## src/rtl/alarm_if.sv

```systemverilog
// Alarm controller port bundle: keypad/sensor inputs and siren/status outputs.
interface alarm_if #(
  parameter int N_SENSORS = 3
);
  logic                 arm;
  logic                 disarm;
  logic [N_SENSORS-1:0] sensors;
  logic [N_SENSORS-1:0] delayed_mask;
  logic                 armed;
  logic                 entry;
  logic                 siren;
  logic [N_SENSORS-1:0] zone_latch;
  logic [2:0]           state;

  modport master (
    output arm, disarm, sensors, delayed_mask,
    input  armed, entry, siren, zone_latch, state
  );

  modport slave (
    input  arm, disarm, sensors, delayed_mask,
    output armed, entry, siren, zone_latch, state
  );
endinterface

```

## src/rtl/alarm_controller.sv

```systemverilog
// Multi-zone alarm: arm/disarm FSM, instant and entry-delayed zones, latched trips,
// retriggerable time-limited siren. Optional macro ALARM_SENSOR_SYNC_EN adds a 2-flop sensor synchroniser.
module alarm_controller #(
  parameter int N_SENSORS   = 3,
  parameter int ENTRY_DELAY = 16,
  parameter int SIREN_TIME  = 64
) (
  input logic    clk,
  input logic    reset,
  alarm_if.slave bus
);
  localparam int MAX_T = (ENTRY_DELAY > SIREN_TIME) ? ENTRY_DELAY : SIREN_TIME;
  localparam int CNT_W = $clog2(MAX_T) + 1;
  localparam logic [CNT_W-1:0] ENTRY_LOAD = CNT_W'(ENTRY_DELAY - 1);
  localparam logic [CNT_W-1:0] SIREN_LOAD = CNT_W'(SIREN_TIME - 1);

  typedef enum logic [2:0] {
    S_DISARMED = 3'd0,
    S_ARMED    = 3'd1,
    S_ENTRY    = 3'd2,
    S_ALARM    = 3'd3,
    S_SILENCED = 3'd4
  } state_t;

  function automatic logic [CNT_W-1:0] sat_dec(input logic [CNT_W-1:0] v);
    return (v == '0) ? '0 : v - CNT_W'(1);
  endfunction

  logic [N_SENSORS-1:0] sens_s;
  state_t               state_q, state_nxt;
  logic [CNT_W-1:0]     cnt_q, cnt_nxt;
  logic                 armed_q, entry_q, siren_q;
  logic [N_SENSORS-1:0] zone_q;
  logic                 inst, dly, any_s;

`ifdef ALARM_SENSOR_SYNC_EN
  logic [N_SENSORS-1:0] sens_p0, sens_p1;

  // Stage p0/p1: two-flop synchroniser ahead of all sensor logic
  always_ff @(posedge clk) begin
    if (reset) begin
      sens_p0 <= '0;
      sens_p1 <= '0;
    end else begin
      sens_p0 <= bus.sensors;
      sens_p1 <= sens_p0;
    end
  end
  assign sens_s = sens_p1;
`else
  assign sens_s = bus.sensors;
`endif

  assign inst  = |(sens_s & ~bus.delayed_mask);
  assign dly   = |(sens_s & bus.delayed_mask);
  assign any_s = |sens_s;

  always_comb begin
    state_nxt = state_q;
    cnt_nxt   = cnt_q;
    unique case (state_q)
      S_DISARMED: begin
        if (bus.arm && !bus.disarm) state_nxt = S_ARMED;
      end
      S_ARMED: begin
        if (inst) begin
          state_nxt = S_ALARM;
          cnt_nxt   = SIREN_LOAD;
        end else if (dly) begin
          state_nxt = S_ENTRY;
          cnt_nxt   = ENTRY_LOAD;
        end
      end
      S_ENTRY: begin
        if (inst || cnt_q == '0) begin
          state_nxt = S_ALARM;
          cnt_nxt   = SIREN_LOAD;
        end else begin
          cnt_nxt = sat_dec(cnt_q);
        end
      end
      S_ALARM: begin
        // A fresh trip keeps the siren going a full period from now
        if (any_s) begin
          cnt_nxt = SIREN_LOAD;
        end else if (cnt_q == '0) begin
          state_nxt = S_SILENCED;
        end else begin
          cnt_nxt = sat_dec(cnt_q);
        end
      end
      S_SILENCED: begin
        if (any_s) begin
          state_nxt = S_ALARM;
          cnt_nxt   = SIREN_LOAD;
        end
      end
      default: begin
        state_nxt = S_DISARMED;
        cnt_nxt   = '0;
      end
    endcase
    if (bus.disarm && state_q != S_DISARMED) begin
      state_nxt = S_DISARMED;
      cnt_nxt   = '0;
    end
  end

  // Stage p2: state, counter and registered status outputs
  always_ff @(posedge clk) begin
    if (reset) begin
      state_q <= S_DISARMED;
      cnt_q   <= '0;
      armed_q <= 1'b0;
      entry_q <= 1'b0;
      siren_q <= 1'b0;
      zone_q  <= '0;
    end else begin
      state_q <= state_nxt;
      cnt_q   <= cnt_nxt;
      armed_q <= (state_nxt != S_DISARMED);
      entry_q <= (state_nxt == S_ENTRY);
      siren_q <= (state_nxt == S_ALARM);
      if (state_q == S_DISARMED) begin
        if (state_nxt == S_ARMED) zone_q <= '0;
      end else begin
        zone_q <= zone_q | sens_s;
      end
    end
  end

  assign bus.state      = state_q;
  assign bus.armed      = armed_q;
  assign bus.entry      = entry_q;
  assign bus.siren      = siren_q;
  assign bus.zone_latch = zone_q;
endmodule

```

## src/flat_wrapper.sv

```systemverilog
// flat-port wrapper written by rule: the top's interface ports become plain ports
module alarm_controller_flat 
#(
  parameter int N_SENSORS   = 3,
  parameter int ENTRY_DELAY = 16,
  parameter int SIREN_TIME  = 64
)
  (clk, reset, bus_arm, bus_disarm, bus_sensors, bus_delayed_mask, bus_armed, bus_entry, bus_siren, bus_zone_latch, bus_state);
  alarm_if #(.N_SENSORS(N_SENSORS)) bus_i ();
  input logic clk;
  input logic reset;
  input wire logic [$bits(bus_i.arm)-1:0] bus_arm;
  input wire logic [$bits(bus_i.disarm)-1:0] bus_disarm;
  input wire logic [$bits(bus_i.sensors)-1:0] bus_sensors;
  input wire logic [$bits(bus_i.delayed_mask)-1:0] bus_delayed_mask;
  output wire logic [$bits(bus_i.armed)-1:0] bus_armed;
  output wire logic [$bits(bus_i.entry)-1:0] bus_entry;
  output wire logic [$bits(bus_i.siren)-1:0] bus_siren;
  output wire logic [$bits(bus_i.zone_latch)-1:0] bus_zone_latch;
  output wire logic [$bits(bus_i.state)-1:0] bus_state;
  assign bus_i.arm = bus_arm;
  assign bus_i.disarm = bus_disarm;
  assign bus_i.sensors = bus_sensors;
  assign bus_i.delayed_mask = bus_delayed_mask;
  assign bus_armed = bus_i.armed;
  assign bus_entry = bus_i.entry;
  assign bus_siren = bus_i.siren;
  assign bus_zone_latch = bus_i.zone_latch;
  assign bus_state = bus_i.state;
  alarm_controller #(.N_SENSORS(N_SENSORS), .ENTRY_DELAY(ENTRY_DELAY), .SIREN_TIME(SIREN_TIME)) u_core (.clk(clk), .reset(reset), .bus(bus_i));
endmodule
```

## config.mk

```make
export PLATFORM = sky130hd
export DESIGN_NAME = alarm_controller_flat
export DESIGN_NICKNAME = d
export VERILOG_FILES = /design/src/rtl/alarm_if.sv /design/src/rtl/alarm_controller.sv /design/src/flat_wrapper.sv
export SDC_FILE = /design/constraint.sdc
export NUM_CORES = 1
export LEC_CHECK = 0
export BUFFER_PORTS_ARGS = -buffer_cell sky130_fd_sc_hd__buf_4
export CAP_MARGIN = 20
export CORE_MARGIN = 5
export CORE_UTILIZATION = 53
export CTS_CLUSTER_DIAMETER = 200
export DETAILED_ROUTE_END_ITERATION = 8
export PLACE_DENSITY = 0.77
export RECOVER_POWER = 25
export SETUP_SLACK_MARGIN = 0.5
export SKIP_CTS_REPAIR_TIMING = 1
export SYNTH_ARGS = -nofsm -noshare
export SYNTH_HDL_FRONTEND = slang
export SYNTH_SLANG_ARGS = --single-unit
```

## constraint.sdc

```tcl
create_clock -name clk -period 2.2 [get_ports clk]
set_input_delay 0.33 -clock clk [delete_from_list [all_inputs] [get_ports clk]]
set_output_delay 0.33 -clock clk [all_outputs]
set_load 0.005 [all_outputs]
```

# Word-level counts from Yosys, hierarchy flattened
# Index checks and enable logic that the tools add are counted.
# classes
n_addsub,1
eq_ne,11
mux,19
n_bitwise,5
reduce_logical,13
# ops
operator,n
7-bit two-way mux,7
7-bit one-hot mux with 5 select lines,1
3-bit two-way mux,10
3-bit one-hot mux with 5 select lines,1
"3-bit by 2-bit equality test with 1-bit output, second input constant",4
3-bit OR reduction,3
7-bit logical NOT,1
"7-bit by 1-bit subtractor with 7-bit output, second input constant",1
3-bit bitwise AND,2
"3-bit by 1-bit equality test with 1-bit output, second input constant",2
3-bit nonzero test,2
4-bit AND reduction,1
"3-bit equality test, second input constant",1
3-bit logical NOT,1
"3-bit by 1-bit != test with 1-bit output, second input constant",1
"3-bit by 2-bit != test with 1-bit output, second input constant",1
3-bit inverter,1
3-bit bitwise OR,1
1-bit logical AND,2
"2-bit by 1-bit != test with 1-bit output, second input constant",1
"2-bit != test, second input constant",1
2-bit OR reduction,1
1-bit logical NOT,1
1-bit logical OR,1
1-bit inverter,1
# word_totals
regBits,16
input_bits,10
elab_cells,55

# Logic depth before layout (Yosys ltp)
# Gate-level depths: netlist (run 1).
# logic_depth
word_depth,10
mapped_depth,7
mapped_depth_nobuf,7

# Worst setup path before layout (run 1)
# Ideal clock, no wire load.
# synth_timing
path_type,in2reg
start,input port bus_sensors[0]
end,register u_core.cnt_q[0]
setup_time_ns,0.059
arrival_time_ns,1.787
path_slack_ns,0.355
cell_stages,5
path_cell_list,or3_1 > or3_1 > or4_1 > a21oi_2 > a22o_1
# synth_between
elab_chain_len,5
elab_cells_between_ends,14
classes_between,3 x eq/ne; 4 x mux; 2 x bitwise; 5 x reduce/logical
# synth_rtl
element,line_no,rtl
from (decl),flat_wrapper.sv:14,input wire logic [$bits(bus_i.sensors)-1:0] bus_sensors;
3-bit bitwise AND,alarm_controller.sv:54,assign inst = |(sens_s & ~bus.delayed_mask);
3-bit OR reduction,alarm_controller.sv:54,
1-bit logical OR,alarm_controller.sv:75,if (inst || cnt_q == '0) begin
7-bit two-way mux,alarm_controller.sv:75,
7-bit one-hot mux with 5 select lines,alarm_controller.sv:61,unique case (state_q)
to (signal assigned),alarm_controller.sv:120,cnt_q <= cnt_nxt;
to (decl),alarm_controller.sv:31,"logic [CNT_W-1:0] cnt_q, cnt_nxt;"
# Several ways; a longest one is shown, not always the timed one.
# A chain may end at the register's enable or synchronous reset.

# Final worst setup path (run 1)
# layout_timing
start,input port bus_sensors[2]
end,register u_core.cnt_q[0]
# The elaborated chain is that of the path after synthesis.

==> qor.json, run 1 <==
{
  "synth": {
    "synthesis.area_per_instance_um2": 7.83,
    "netlist_top_cells_count": "16 x dfxtp_1, 11 x nor2_1, 9 x a21oi_1",
    "ys_seq_area_share_pct": 32.0,
    "synth_seq_cells": 16,
    "ys_dominant_reg_cell": "dfxtp_1",
    "synth.top_cell.area_share_pct": 32.0,
    "cell_with_the_most_instances_after_synthesis": "dfxtp_1",
    "yosysWarningCount": 0,
    "netlist_instances": 128,
    "synthesis.area_mm2": 0.00100,
    "synth-edff-count": 0,
    "synth_fp_nets": 139,
    "cell_types_occupying_the_most_area_after_synthesis": "dfxtp_1 32%, a21o_1 6.0%, a21oi_1 4.5%",
    "synth_async_sr_flop_share_pct": 0,
    "yosys.area.top_type": "dfxtp_1",
    "synth_cell_type_count": 40
  },
  "finish": {
    "number_of_filler_instances_in_the_final_layout": 126,
    "diodes": 0,
    "fin_nets": 167,
    "layout.area.seq_um2": 335,
    "final_layout_size_suffix_gt1_share_pct": 39.6,
    "multiInputGateArea_um2": 737,
    "area_growth_syn_to_layout_pct": 39.1
  },
  "sta": {
    "fin_worst_skew_ns": 0.00509,
    "final_hold_viol_count": 0,
    "unrepaired_setup_endpoints_after_global_routing": "yes",
    "final_max_slew_viol_count": 0,
    "finalSetupViolCount": 0,
    "fin_setup_tns_ns": 0,
    "post-route-worst-setup-slack_ns": 0.468,
    "fmax_mhz": 577,
    "timing.max_slew.rel_slack_pct": 54.2,
    "worst-slew-pin-transition_ns": 0.688,
    "finalCritPeriodShare_pct": 78.7,
    "min_period_ns": 1.73
  },
  "place": {
    "portBuffers": 18,
    "dp_slack_ns": 0.138,
    "routabilityCongestion": 0.864,
    "hpwl_dp_mm": 2.11
  },
  "critical_path": {
    "timing.reg2reg.setup_slack_ns": 0.50,
    "worst_setup_end_kind": "flip-flop",
    "cp_buf_inv_count": 1,
    "worst-endpoint-required_ns": 2.43,
    "r2r_end": "u_core.cnt_q[3]$_SDFFE_PP0P_",
    "timing.critical_path.fanout_max": 4,
    "worst_path_largest_cell_delay_ns": 0.44,
    "critPathArrivalTime_ns": 1.96,
    "timing.critical_path.max_delay_family": "simple AND/OR/NAND/NOR gates",
    "rr_worst_depth": 5,
    "setup.worst_path.start_class": "input port",
    "critical_path.most_common_cell": "or3_4",
    "cpMaxStageDelayCell": "or4_4",
    "worstSetupPathType": "in2reg",
    "critical_path.reg2reg.startpoint": "u_core.cnt_q[6]$_SDFFE_PP0P_",
    "worstPathCellList": "buf_8 -> or3_4 -> or3_4 -> or4_4 -> a21oi_4 -> a22o_1"
  },
  "cts": {
    "cts-buffers-inserted": 3,
    "cts_tree": "yes",
    "cts.htree.levels": 1,
    "insertion_delay_ns": 0.29,
    "cts.reportedPaths.clkPinSlew_ns": 0.09,
    "root_buffer": "clkbuf_4",
    "maximum_count_of_clock_buffers_along_a_single_path": 2,
    "tritoncts_num_sinks": 16
  },
  "power_and_ir_drop": {
    "vdd_ir_drop_max_uv": 701,
    "power-per-cell-area_mw_per_mm2": 937,
    "static-leakage-power_nw": 0.575
  },
  "worst_hold_path": {
    "worstHoldStart": "reset",
    "endpoint_of_the_worst_hold_path": "u_core.bus.zone_latch[0]$_SDFFE_PP0P_",
    "hold_path.class": "in2reg",
    "worstHoldPathCells": 2
  },
  "floorplan": {
    "floorplan.initialDensity_pct": 56.8,
    "die_area_mm2": 0.00286,
    "core_area_mm2": 0.00176,
    "die_y_um": 53.5,
    "number_of_standard_cell_rows_in_the_floorplan": 15,
    "floorplan.die.width_um": 53.5,
    "design.portCount": 19
  },
  "route": {
    "routed-via-count": 1214,
    "violation_count_after_the_first_detailed_route_iteration": 124,
    "drtAntennaViolNets": 0,
    "drt_drc_violations_left": 0,
    "dr.pass1.iters": 5,
    "wl_per_cell_um": 18.6,
    "drt-total-wl_mm": 3.33,
    "vias_per_cell": 6.78
  },
  "global_route": {
    "maximum_number_of_pins_on_one_net_before_global_route_repair": 15,
    "grtUsageTotal_pct": 22.5,
    "grt_first_pass_wirelength_mm": 4.66,
    "antenna_found_initial": 0,
    "gr_overflow_total": 0,
    "first_global_vias": 1015
  },
  "run": {
    "maxCapViolations": 0
  },
  "status": {
    "outcome": "complete, no violations"
  }
}
==> worst max-delay path by stage <==
stage                                 start  cells after the start  slack [ns]                           end
3_3_place_gp                 bus_sensors[0]                      6        0.18  u_core.cnt_q[0]$_SDFFE_PP0P_
3_5_place_dp                 bus_sensors[0]                      6        0.14  u_core.cnt_q[1]$_SDFFE_PP0P_
4_1_cts        u_core.cnt_q[0]$_SDFFE_PP0P_                      7        0.24   u_core.bus.entry$_SDFF_PP0_
5_1_grt        u_core.cnt_q[6]$_SDFFE_PP0P_                      5        0.44  u_core.cnt_q[5]$_SDFFE_PP0P_
6_report                     bus_sensors[2]                      6        0.47  u_core.cnt_q[0]$_SDFFE_PP0P_
2_1_floorplan                bus_sensors[0]                      5        0.37  u_core.cnt_q[0]$_SDFFE_PP0P_
==> cells in the final DEF, fill, tap and decap left out, drive strengths merged <==
| cell | netlist | final |
|---|---|---|
| a211oi | 1 | 1 |
| a21o | 8 | 8 |
| a21oi | 10 | 10 |
| a222oi | 1 | 1 |
| a22o | 3 | 3 |
| a22oi | 4 | 4 |
| a311oi | 1 | 1 |
| a31oi | 3 | 3 |
| and2 | 2 | 2 |
| and3 | 1 | 1 |
| buf | 1 | 25 |
| clkbuf | 7 | 9 |
| dfxtp | 16 | 16 |
| ha | 1 | 1 |
| inv | 6 | 6 |
| nand2 | 3 | 3 |
| nand2b | 4 | 4 |
| nand3 | 3 | 3 |
| nand3b | 1 | 1 |
| nand4b | 1 | 1 |
| nor2 | 11 | 11 |
| nor2b | 1 | 1 |
| nor3 | 7 | 7 |
| nor3b | 1 | 1 |
| nor4 | 2 | 2 |
| o2111ai | 1 | 1 |
| o211a | 1 | 1 |
| o211ai | 2 | 2 |
| o21ai | 6 | 6 |
| o221a | 1 | 1 |
| o221ai | 2 | 2 |
| o311ai | 2 | 2 |
| o31ai | 2 | 2 |
| or2 | 3 | 3 |
| or3 | 3 | 3 |
| or3b | 2 | 2 |
| or4 | 2 | 2 |
| xnor2 | 1 | 1 |
| xor2 | 1 | 1 |
==> cells by family after synthesis <==
logic type | synth area share, %
adder cells (fa/ha/maj) | 1.25
flip-flops | 32.0
buffers and inverters | 5.24
XOR/XNOR | 1.75
AO/OA/AOI/OAI | 34.0
AND/OR/NAND/NOR | 25.8
==> cell type report <==
| cell class | count | share of cell area [%] |
|---|---|---|
| Multi-Input combinational cell | 98 | 52.9 |
| Sequential cell | 16 | 24.1 |
| Timing Repair Buffer | 31 | 17.6 |
| Tap cell | 25 | 2.24 |
| Clock buffer | 3 | 1.62 |
| Inverter | 6 | 1.62 |
==> worst reg2reg max path: cells and delay by family, from the launching register on <==
kind	cells	cell delay [ns]
simple gates	1	0.57
flops	1	0.37
compound gates	3	0.57
buf+inv	1	0.08
==> registers in the layout (all words and copies together), names as in the netlist <==
signal                 cells
u_core.cnt_q               7
u_core.bus.state           3
u_core.bus.zone_latch      3
u_core.bus.armed           1
u_core.bus.entry           1
u_core.bus.siren           1
==> where the power goes <==
group | switching (mW) | total [mW] | internal, mW | leakage, nW
sequential | 0.0666 | 0.416 | 0.350 | 0.134
combinational | 0.384 | 0.734 | 0.350 | 0.427
clock | 0.0923 | 0.156 | 0.0636 | 0.0138
total | 0.543 | 1.31 | 0.764 | 0.575
==> per-layer routing <==
metal | routed length, um | global-route usage, %
met1 | 1310 | 29.3
met2 | 1570 | 36.3
met3 | 337 | 4.51
met4 | 119 | 8.09
met5 | 0 | 0
==> through the flow <==
step / hold slack (ns) / std cells / total power [mW] / instance area (um^2) / util, %
global route: 0.252 / 179 / 1.38 / 1390 / 79.0
finish: 0.254 / 179 / 1.31 / 1390 / 79.0
floorplan: 0.402 / 128 / 0.777 / 1020 / -
global placement: 0.492 / 169 / 0.917 / 1190 / 67.6
detailed placement: 0.486 / 169 / 0.937 / 1190 / 67.6
CTS: 0.241 / 172 / 1.09 / 1210 / 68.9
Power figures use the tool's default switching activity.
==> run 2, diff against run 1 <==
==> constraint.sdc (replaced) <==
create_clock -name clk -period 1.65 [get_ports clk]
set_input_delay 0.2475 -clock clk [delete_from_list [all_inputs] [get_ports clk]]
set_output_delay 0.2475 -clock clk [all_outputs]
set_load 0.005 [all_outputs]
==> qor.json, run 2 (same netlist as run 1, synthesis figures left out) <==
{
  "cts": {
    "cts-buffers-inserted": {"value": 3, "change": "unchanged"},
    "maximum_count_of_clock_buffers_along_a_single_path": {"value": 2, "change": "unchanged"},
    "tritoncts_num_sinks": {"value": 16, "change": "unchanged"},
    "insertion_delay": {"value": 0.31, "unit": "ns", "change": "+0.02 ns"},
    "cts_tree": "yes",
    "cts.htree.levels": {"value": 1, "change": "unchanged"},
    "cts.reportedPaths.clkPinSlew": {"value": 0.11, "unit": "ns", "change": "+0.02 ns"},
    "root_buffer": "clkbuf_4"
  },
  "floorplan": {
    "core_area": {"value": 0.00176, "unit": "mm^2", "change": "unchanged"},
    "die_y": {"value": 53.5, "unit": "um", "change": "unchanged"},
    "floorplan.initialDensity": {"value": 56.8, "unit": "%", "change": "unchanged"},
    "floorplan.die.width": {"value": 53.5, "unit": "um", "change": "unchanged"},
    "number_of_standard_cell_rows_in_the_floorplan": {"value": 15, "change": "unchanged"},
    "design.portCount": {"value": 19, "change": "unchanged"},
    "die_area": {"value": 0.00286, "unit": "mm^2", "change": "unchanged"}
  },
  "sta": {
    "final_max_slew_viol_count": {"value": 0, "change": "unchanged"},
    "final_hold_viol_count": {"value": 0, "change": "unchanged"},
    "timing.max_slew.rel_slack": {"value": 48.6, "unit": "%", "change": "-5.6 points"},
    "finalSetupViolCount": {"value": 8, "change": "+8"},
    "finalCritPeriodShare_pct": 112,
    "fmax_mhz": 539,
    "worst-slew-pin-transition": {"value": 0.772, "unit": "ns", "change": "+0.0842 ns"},
    "unrepaired_setup_endpoints_after_global_routing": "yes",
    "min_period_ns": 1.85,
    "post-route-worst-setup-slack": {"value": -0.204, "unit": "ns", "change": "-0.672 ns"},
    "fin_worst_skew": {"value": 0.00387, "unit": "ns", "change": "-0.00122 ns"}
  },
  "power_and_ir_drop": {
    "vdd_ir_drop_max": {"value": 1000, "unit": "uV", "change": "+43%"},
    "static-leakage-power": {"value": 0.731, "unit": "nW", "change": "+27%"},
    "power-per-cell-area": {"value": 1340, "unit": "mW/mm^2", "change": "+43%"}
  },
  "critical_path": {
    "worst_setup_end_kind": "flip-flop",
    "worstPathCellList": "buf_6 -> buf_4 -> nand2_1 -> a21o_1 -> o311ai_0 -> o211ai_1",
    "cp_buf_inv_count": {"value": 2, "change": "+1"},
    "critical_path.reg2reg.startpoint": "u_core.bus.state[2]$_SDFF_PP0_",
    "rr_worst_depth": {"value": 6, "change": "+1"},
    "cpMaxStageDelayCell": "o311ai_0",
    "setup.worst_path.start_class": "flip-flop",
    "worstSetupPathType": "reg2reg",
    "timing.reg2reg.setup_slack": {"value": -0.20, "unit": "ns", "change": "-0.70 ns"},
    "timing.critical_path.fanout_max": {"value": 13, "change": "+9"},
    "worst_path_largest_cell_delay": {"value": 0.51, "unit": "ns", "change": "+0.07 ns"},
    "worst-endpoint-required": {"value": 1.82, "unit": "ns", "change": "-0.61 ns"},
    "r2r_end": "u_core.cnt_q[4]$_SDFFE_PP0P_",
    "critPathArrivalTime": {"value": 2.02, "unit": "ns", "change": "+0.06 ns"},
    "timing.critical_path.max_delay_family": "compound AO/OA/AOI/OAI gates"
  },
  "finish": {
    "final_util": {"value": 96.2, "unit": "%", "change": "+17 points"},
    "area_growth_syn_to_layout_pct": 69.3,
    "largest-register": "u_core.cnt_q",
    "multiInputGateArea": {"value": 816, "unit": "um^2", "change": "+11%"},
    "fin_nets": {"value": 191, "change": "+14%"},
    "diodes": {"value": 0, "change": "unchanged"},
    "fin_area": {"value": 0.00170, "unit": "mm^2", "change": "+22%"},
    "number_of_filler_instances_in_the_final_layout": {"value": 40, "change": "-68%"},
    "final_layout_size_suffix_gt1_share": {"value": 54.2, "unit": "%", "change": "+15 points"},
    "highest_count_cells_in_the_layout_ignoring_fill_and_taps": "41 x buf_4, 11 x nor2_1, 11 x dfxtp_1",
    "layout.cells.most_common": "buf_4",
    "layout.area.seq": {"value": 337, "unit": "um^2", "change": "+0.37%"},
    "largest_register_ffs": {"value": 7, "change": "unchanged"}
  },
  "worst_hold_path": {
    "endpoint_of_the_worst_hold_path": "u_core.bus.zone_latch[0]$_SDFFE_PP0P_",
    "worstHoldStart": "reset",
    "hold_path.class": "in2reg",
    "worstHoldPathCells": {"value": 2, "change": "unchanged"}
  },
  "global_route": {
    "grtUsageTotal": {"value": 25.0, "unit": "%", "change": "+2.5 points"},
    "grt_first_pass_wirelength": {"value": 5.24, "unit": "mm", "change": "+12%"},
    "maximum_number_of_pins_on_one_net_before_global_route_repair": {"value": 15, "change": "unchanged"},
    "first_global_vias": {"value": 1147, "change": "+13%"},
    "antenna_found_initial": {"value": 0, "change": "unchanged"},
    "gr_overflow_total": {"value": 0, "change": "unchanged"}
  },
  "route": {
    "dr.pass1.iters": {"value": 7, "change": "+2"},
    "drt_drc_violations_left": {"value": 0, "change": "unchanged"},
    "drt-total-wl": {"value": 5.12, "unit": "mm", "change": "+54%"},
    "violation_count_after_the_first_detailed_route_iteration": {"value": 177, "change": "+43%"},
    "drtAntennaViolNets": {"value": 0, "change": "unchanged"},
    "wl_per_cell": {"value": 25.1, "unit": "um", "change": "+35%"},
    "vias_per_cell": {"value": 7.30, "change": "+7.6%"},
    "routed-via-count": {"value": 1489, "change": "+23%"}
  },
  "run": {
    "maxCapViolations": {"value": 0, "change": "unchanged"}
  },
  "status": {
    "violations": "negative setup slack",
    "outcome": "complete, but fails checks"
  },
  "place": {
    "hpwl_dp": {"value": 2.32, "unit": "mm", "change": "+10%"},
    "portBuffers": {"value": 18, "change": "unchanged"},
    "routabilityCongestion": {"value": 0.917, "change": "+6.2%"},
    "placedInstanceArea": {"value": 0.00137, "unit": "mm^2", "change": "+15%"}
  }
}
run 2: worst max-delay path by stage:
| stage | startpoint | endpoint | slack, ns | depth (start not counted) |
|---|---|---|---|---|
| after floorplan | bus_sensors[0] | u_core.cnt_q[0]$_SDFFE_PP0P_ | -0.09 | 5 |
| after global placement | bus_sensors[0] | u_core.cnt_q[1]$_SDFFE_PP0P_ | -0.29 | 6 |
| after detailed placement | bus_sensors[0] | u_core.cnt_q[1]$_SDFFE_PP0P_ | -0.33 | 6 |
| after CTS | u_core.bus.state[0]$_SDFF_PP0_ | u_core.cnt_q[1]$_SDFFE_PP0P_ | -0.08 | 5 |
| after global routing | u_core.bus.state[2]$_SDFF_PP0_ | u_core.cnt_q[4]$_SDFFE_PP0P_ | -0.37 | 6 |
| final | u_core.bus.state[2]$_SDFF_PP0_ | u_core.cnt_q[4]$_SDFFE_PP0P_ | -0.20 | 6 |
run 2: area by class of cell:
class,count,area share (%)
repair buffers,55,26.8
well taps,25,1.84
flip-flops and latches,16,19.8
multi-input cells,98,48.1
inverters,6,1.33
clock buffers,4,2.14
run 2: worst register-to-register path, cell delays in order (launching register included):
cell and delay [ns]:
dfxtp_4 0.39, buf_6 0.11, buf_4 0.19, nand2_1 0.12, a21o_1 0.22, o311ai_0 0.51
o211ai_1 0.18
run 2: layer usage:
| metal | GRT usage, % | part of all wire, % |
|---|---|---|
| met5 | 0 | 0 |
| met4 | 7.23 | 12 |
| met3 | 5.63 | 11 |
| met2 | 41.0 | 45 |
| met1 | 32.3 | 33 |
run 2: power by group:
group	internal [mW]	switching, mW	leakage [nW]
Clock	0.135	0.150	0.0210
Sequential	0.466	0.0689	0.134
Combinational	0.687	0.769	0.576
Total	1.29	0.988	0.731
run 2: stage by stage:
step	hold slack, ns	power, mW	setup TNS (ns)	setup slack (ns)	cells
final	0.166	2.28	-0.782	-0.204	204
after global placement	0.462	1.41	-1.03	-0.286	190
after global routing	0.165	2.37	-1.43	-0.373	204
after detailed placement	0.478	1.44	-1.31	-0.334	190
after CTS	0.161	1.71	-0.355	-0.0759	194
after floorplan	0.320	1.08	-0.286	-0.0949	128
